==> src/rtl/match_lock_tracker_if.sv <==
// Comparator-result stream into the lock tracker, plus its status outputs.
// No timing of its own: plain wires between stimulus and tracker.
// No backpressure: the tracker accepts one sample every cycle.
interface match_lock_tracker_if #(
    parameter int TOTAL_W = 8
);
    logic               in_valid;
    logic               match;
    logic [3:0]         in_data;
    logic               clear;
    logic               locked;
    logic               lock_pulse;
    logic               loss_pulse;
    logic [3:0]         streak;
    logic [3:0]         lock_value;
    logic [TOTAL_W-1:0] match_total;

    modport master (
        output in_valid, match, in_data, clear,
        input  locked, lock_pulse, loss_pulse, streak, lock_value, match_total
    );

    modport slave (
        input  in_valid, match, in_data, clear,
        output locked, lock_pulse, loss_pulse, streak, lock_value, match_total
    );
endinterface

==> src/rtl/match_lock_tracker.sv <==
// Declares lock after LOCK_COUNT consecutive valid matches, drops it after UNLOCK_COUNT misses.
// Latency: all outputs registered, a sample at edge N is visible after edge N.
// No backpressure: every valid sample is consumed, clear overrides the sample.
module match_lock_tracker #(
    parameter int LOCK_COUNT   = 4,
    parameter int UNLOCK_COUNT = 2,
    parameter int TOTAL_W      = 8
) (
    input  logic                  clk,
    input  logic                  rst_n,
    match_lock_tracker_if.slave   bus
);
    typedef enum logic {SEARCH = 1'b0, LOCKED = 1'b1} state_t;

    state_t             state_q, state_d;
    logic [3:0]         hit_q, hit_d;
    logic [3:0]         miss_q, miss_d;
    logic [3:0]         streak_q, streak_d;
    logic [3:0]         lock_value_q, lock_value_d;
    logic [TOTAL_W-1:0] total_q, total_d;
    logic               lock_pulse_q, lock_pulse_d;
    logic               loss_pulse_q, loss_pulse_d;

    always_ff @(posedge clk or negedge rst_n) begin
        if (!rst_n) begin
            state_q      <= SEARCH;
            hit_q        <= '0;
            miss_q       <= '0;
            streak_q     <= '0;
            lock_value_q <= '0;
            total_q      <= '0;
            lock_pulse_q <= 1'b0;
            loss_pulse_q <= 1'b0;
        end else begin
            state_q      <= state_d;
            hit_q        <= hit_d;
            miss_q       <= miss_d;
            streak_q     <= streak_d;
            lock_value_q <= lock_value_d;
            total_q      <= total_d;
            lock_pulse_q <= lock_pulse_d;
            loss_pulse_q <= loss_pulse_d;
        end
    end

    always_comb begin
        state_d      = state_q;
        hit_d        = hit_q;
        miss_d       = miss_q;
        streak_d     = streak_q;
        lock_value_d = lock_value_q;
        total_d      = total_q;
        lock_pulse_d = 1'b0;
        loss_pulse_d = 1'b0;

        // Clear wins over the sample; lock_value is deliberately kept.
        if (bus.clear) begin
            state_d  = SEARCH;
            hit_d    = '0;
            miss_d   = '0;
            streak_d = '0;
            total_d  = '0;
        end else if (bus.in_valid) begin
            if (bus.match) begin
                if (streak_q != 4'hF)
                    streak_d = streak_q + 4'd1;
                if (total_q != {TOTAL_W{1'b1}})
                    total_d = total_q + TOTAL_W'(1);
            end else begin
                streak_d = '0;
            end

            case (state_q)
                SEARCH: begin
                    if (bus.match) begin
                        if (hit_q + 4'd1 == 4'(LOCK_COUNT)) begin
                            state_d      = LOCKED;
                            lock_pulse_d = 1'b1;
                            lock_value_d = bus.in_data;
                            hit_d        = '0;
                            miss_d       = '0;
                        end else begin
                            hit_d = hit_q + 4'd1;
                        end
                    end else begin
                        hit_d = '0;
                    end
                end
                LOCKED: begin
                    if (bus.match) begin
                        miss_d = '0;
                    end else if (miss_q + 4'd1 == 4'(UNLOCK_COUNT)) begin
                        state_d      = SEARCH;
                        loss_pulse_d = 1'b1;
                        miss_d       = '0;
                        hit_d        = '0;
                    end else begin
                        miss_d = miss_q + 4'd1;
                    end
                end
                default: state_d = SEARCH;
            endcase
        end
    end

    assign bus.locked      = (state_q == LOCKED);
    assign bus.lock_pulse  = lock_pulse_q;
    assign bus.loss_pulse  = loss_pulse_q;
    assign bus.streak      = streak_q;
    assign bus.lock_value  = lock_value_q;
    assign bus.match_total = total_q;
endmodule

==> src/flat_wrapper.sv <==
// flat-port wrapper written by rule: the top's interface ports become plain ports
module match_lock_tracker_flat 
#(
    parameter int LOCK_COUNT   = 4,
    parameter int UNLOCK_COUNT = 2,
    parameter int TOTAL_W      = 8
)
  (clk, rst_n, bus_in_valid, bus_match, bus_in_data, bus_clear, bus_locked, bus_lock_pulse, bus_loss_pulse, bus_streak, bus_lock_value, bus_match_total);
  match_lock_tracker_if #(.TOTAL_W(TOTAL_W)) bus_i ();
  input  logic clk;
  input  logic rst_n;
  input wire logic [$bits(bus_i.in_valid)-1:0] bus_in_valid;
  input wire logic [$bits(bus_i.match)-1:0] bus_match;
  input wire logic [$bits(bus_i.in_data)-1:0] bus_in_data;
  input wire logic [$bits(bus_i.clear)-1:0] bus_clear;
  output wire logic [$bits(bus_i.locked)-1:0] bus_locked;
  output wire logic [$bits(bus_i.lock_pulse)-1:0] bus_lock_pulse;
  output wire logic [$bits(bus_i.loss_pulse)-1:0] bus_loss_pulse;
  output wire logic [$bits(bus_i.streak)-1:0] bus_streak;
  output wire logic [$bits(bus_i.lock_value)-1:0] bus_lock_value;
  output wire logic [$bits(bus_i.match_total)-1:0] bus_match_total;
  assign bus_i.in_valid = bus_in_valid;
  assign bus_i.match = bus_match;
  assign bus_i.in_data = bus_in_data;
  assign bus_i.clear = bus_clear;
  assign bus_locked = bus_i.locked;
  assign bus_lock_pulse = bus_i.lock_pulse;
  assign bus_loss_pulse = bus_i.loss_pulse;
  assign bus_streak = bus_i.streak;
  assign bus_lock_value = bus_i.lock_value;
  assign bus_match_total = bus_i.match_total;
  match_lock_tracker #(.LOCK_COUNT(LOCK_COUNT), .UNLOCK_COUNT(UNLOCK_COUNT), .TOTAL_W(TOTAL_W)) u_core (.clk(clk), .rst_n(rst_n), .bus(bus_i));
endmodule
==> config.mk <==
export PLATFORM = sky130hd
export DESIGN_NAME = match_lock_tracker_flat
export DESIGN_NICKNAME = d
export VERILOG_FILES = /design/src/rtl/match_lock_tracker_if.sv /design/src/rtl/match_lock_tracker.sv /design/src/flat_wrapper.sv
export SDC_FILE = /design/constraint.sdc
export NUM_CORES = 1
export LEC_CHECK = 0
export BUFFER_PORTS_ARGS = -buffer_cell sky130_fd_sc_hd__buf_2
export CORE_UTILIZATION = 44
export CTS_BUF_LIST = sky130_fd_sc_hd__clkbuf_8
export DETAILED_ROUTE_END_ITERATION = 6
export PLACE_DENSITY = 0.66
export SETUP_SLACK_MARGIN = 0.2
export SLEW_MARGIN = 5
export SYNTH_ARGS = -nofsm -noshare
export SYNTH_HDL_FRONTEND = slang
export SYNTH_SLANG_ARGS = --single-unit
==> constraint.sdc <==
create_clock -name clk -period 1.7 [get_ports clk]
set_input_delay 0.255 -clock clk [delete_from_list [all_inputs] [get_ports clk]]
set_output_delay 0.255 -clock clk [all_outputs]
set_load 0.01 [all_outputs]
==> results.yml <==
run_status:
  outcome: "finished with violations"
  violations: "hold timing"
synthesis:
  syn-num-nets: 170
  postSynthCellCount: 155
  synthesis.area_sq_um: 1590
  synth.most_common_cell: "dfrtp_1"
  netlist_top_cells_area: "dfrtp_1 43%, ha_1 4.7%, mux2_4 3.8%"
  ys_top_cells_by_count: "27 x dfrtp_1, 15 x nor2_1, 9 x nand2_1"
  synth_top_flop_cell: "dfrtp_1"
  synth_edf_count: 0
  yosysWarnings: 0
  synthArstFlopShare_pct: 100
  yosysTopAreaCellShare_pct: 42.6
  ys_types: 49
  seq_area_frac_synth_pct: 42.6
  ys_ff_latch: 27
  yosysTopAreaCell: "dfrtp_1"
  syn_avg_cell_area_sq_um: 10.2
worst_setup_path:
  worst_ep_required_time_ps: 1860
  path_max_fanout: 5
  critPathKind: "register to register"
  critPathArrivalTime_ps: 1830
  crit_path_start_kind: "register"
  endpoint_kind: "register"
grt:
  met3_usage_pct: 2.48
  grt_max_degree: 28
  track_usage_pct: 20.1
  busiest_layer: "met2"
  use_met1_pct: 25.6
  antenna_found_initial: 0
  grtUsageMet2_pct: 36.5
  grt_overflow: 0
  grt_pass1_vias: 1274
  grt_pass1_wl_um: 5690
power_and_ir_drop:
  p_int_mw: 0.865
  sequentialPowerShare_pct: 57.4
  ir_drop_mv: 0.329
  switchingPower_mw: 0.288
  p_clk_share_pct: 32.3
  swShare_pct: 25.0
  combinationalPowerShare_pct: 10.3
  p_leak_nw: 0.968
  power_density_nw_per_um2: 555
timing:
  slew-limit-headroom_pct: 60.3
  min_period_ps: 1660
  setup_viol_count_final: 0
  whs_ps: -27.9
  slew_viol_final: 0
  fin_ws_ps: 36.2
  fmax_ghz: 0.601
  min_period_over_period_pct: 97.9
  fin_skew_ps: 2.56
  rsz0062_at_grt: "yes"
  final-hold-violation-count: 27
  tightest_slew_ps: 595
placement:
  io_buffer_count: 27
  dp_hpwl_um: 2620
  dp_slack_ps: -6.51
  post-place-cells: 230
  routabilityCongestion: 0.844
floorplan:
  die_area_sq_um: 3850
  start_util_pct: 46.8
  core_sq_um: 3390
  boundaryPins: 28
  rows: 21
  fp.dieW_um: 62.0
  die_y_um: 62.0
clocking:
  insertion_delay_ps: 270
  cts_tree: "built"
  clockRootBuffer: "clkbuf_8"
  clockBufferDepth: 2
  cts.clk_slew.worst_paths_ps: 90
  htree_levels: 1
  clkSinkCount: 27
  postCtsHoldBufs: 0
  cts_made_buffers: 3
layout:
  area_growth_syn_to_layout_pct: 31.1
  final_util_pct: 61.3
  fin_cells: 246
  antennaDiodeCount: 0
  fin_nets: 216
  drive_gt1_share_pct: 40.0
detailed_routing:
  first_pass_iters: 4
  viasPerCell: 5.50
  drt-wirelength-per-cell_um: 14.8
  dr_total_vias: 1354
  ant_nets: 0
  routed_wl_um: 3650
  drt_iter0_drc: 55
  drc: 0
min_path:
  hp-class: "primary input to async pin"
run:
  maxCapViolations: 0
-- worst paths after layout --
path,depth (start not counted),to,startpoint,slack [ps]
setup / recovery,5,u_core.bus.lock_value[2],u_core.hit_q[1],40
hold / removal,1,u_core.miss_q[0],rst_n,-30
setup reg to reg,5,u_core.bus.lock_value[2],u_core.hit_q[1],40
hold reg to reg,1,u_core.bus.lock_value[1],u_core.bus.lock_value[1],510
max in group asynchronous,1,u_core.hit_q[0],rst_n,1300
min in group clk,2,u_core.bus.lock_value[1],bus_in_data[1],210
-- per-stage QoR --
stage	hold WS [ps]	setup TNS (ps)	cell area, sq um	total power, mW
final	-27.9	0	2080	1.15
after global routing	20.7	0	2080	1.21
after CTS	3.95	0	2000	1.15
after detailed placement	309	-6.51	1820	0.770
after global placement	298	0	1820	0.766
after floorplan	-40.6	0	1600	0.723
-- worst max-delay path, stage by stage, from the launching register on --
cell and delay (ps):
dfrtp_2 470, buf_6 140, nand3b_1 160, a41o_1 270, nand4b_4 180, mux2_4 340
-- sequential cells by signal, summed over array words and instances, names as in the netlist --
name                    count
u_core.bus.lock_pulse       1
u_core.bus.match_total      8
u_core.bus.streak           4
u_core.hit_q                4
u_core.miss_q               4
u_core.bus.locked           1
u_core.bus.loss_pulse       1
u_core.bus.lock_value       4
-- kinds of logic (layout without fill, tap and decap cells) --
logic type,count (synthesis),after routing,share of synthesized area [%]
AO/OA/AOI/OAI,38,38,20.0
buffers and inverters,13,58,3.31
multiplexers,7,7,5.68
AND/OR/NAND/NOR,59,59,20.9
adder cells (fa/ha/maj),6,6,4.74
XOR/XNOR,5,5,2.76
flip-flops,27,27,42.6
-- cell usage in the layout (no fill, tap or decap), types with 4 or more instances in the layout --
master    instances
a21oi_1           7
buf_4            16
nand2b_1          4
dfrtp_1          24
nand3_1           6
nand2_1           9
inv_1             7
o21ai_0           4
mux2_4            4
nand4_1           5
nor2_1           15
a311oi_1          4
buf_2            27
nand3b_1          4
-- per-layer routing --
layer / vias up / routed length [um]
met4: 0 / 21
li1: 672 / -
met3: 4 / 83
met2: 27 / 1880
met5: - / 0
met1: 651 / 1670
-- timing repair --
action / in CTS / in global routing
resized for setup: 13 / 9
endpoints found under the hold margin: 0 / 0
setup buffers: 7 / 5
endpoints found under the setup margin: 17 / 19
pin swaps: 6 / 13
-- power groups by stage --
stage               Sequential (mW)  Combinational (mW)  Clock (mW)
global route                  0.663               0.133       0.410
CTS                           0.661               0.109       0.381
global placement              0.673              0.0924           0
detailed placement            0.675              0.0953           0
finish                        0.662               0.119       0.372
floorplan                     0.675              0.0473           0
-- area by class of cell --
class / count / area (sq um)
sequential: 27 / 679
timing repair buffer: 46 / 289
fill: 286 / 1310
inverter: 8 / 30.0
tap: 46 / 57.6
multi-input combinational: 115 / 973
clock inverter: 1 / 7.51
clock buffer: 3 / 41.3
(Power assumes the default switching activity.)
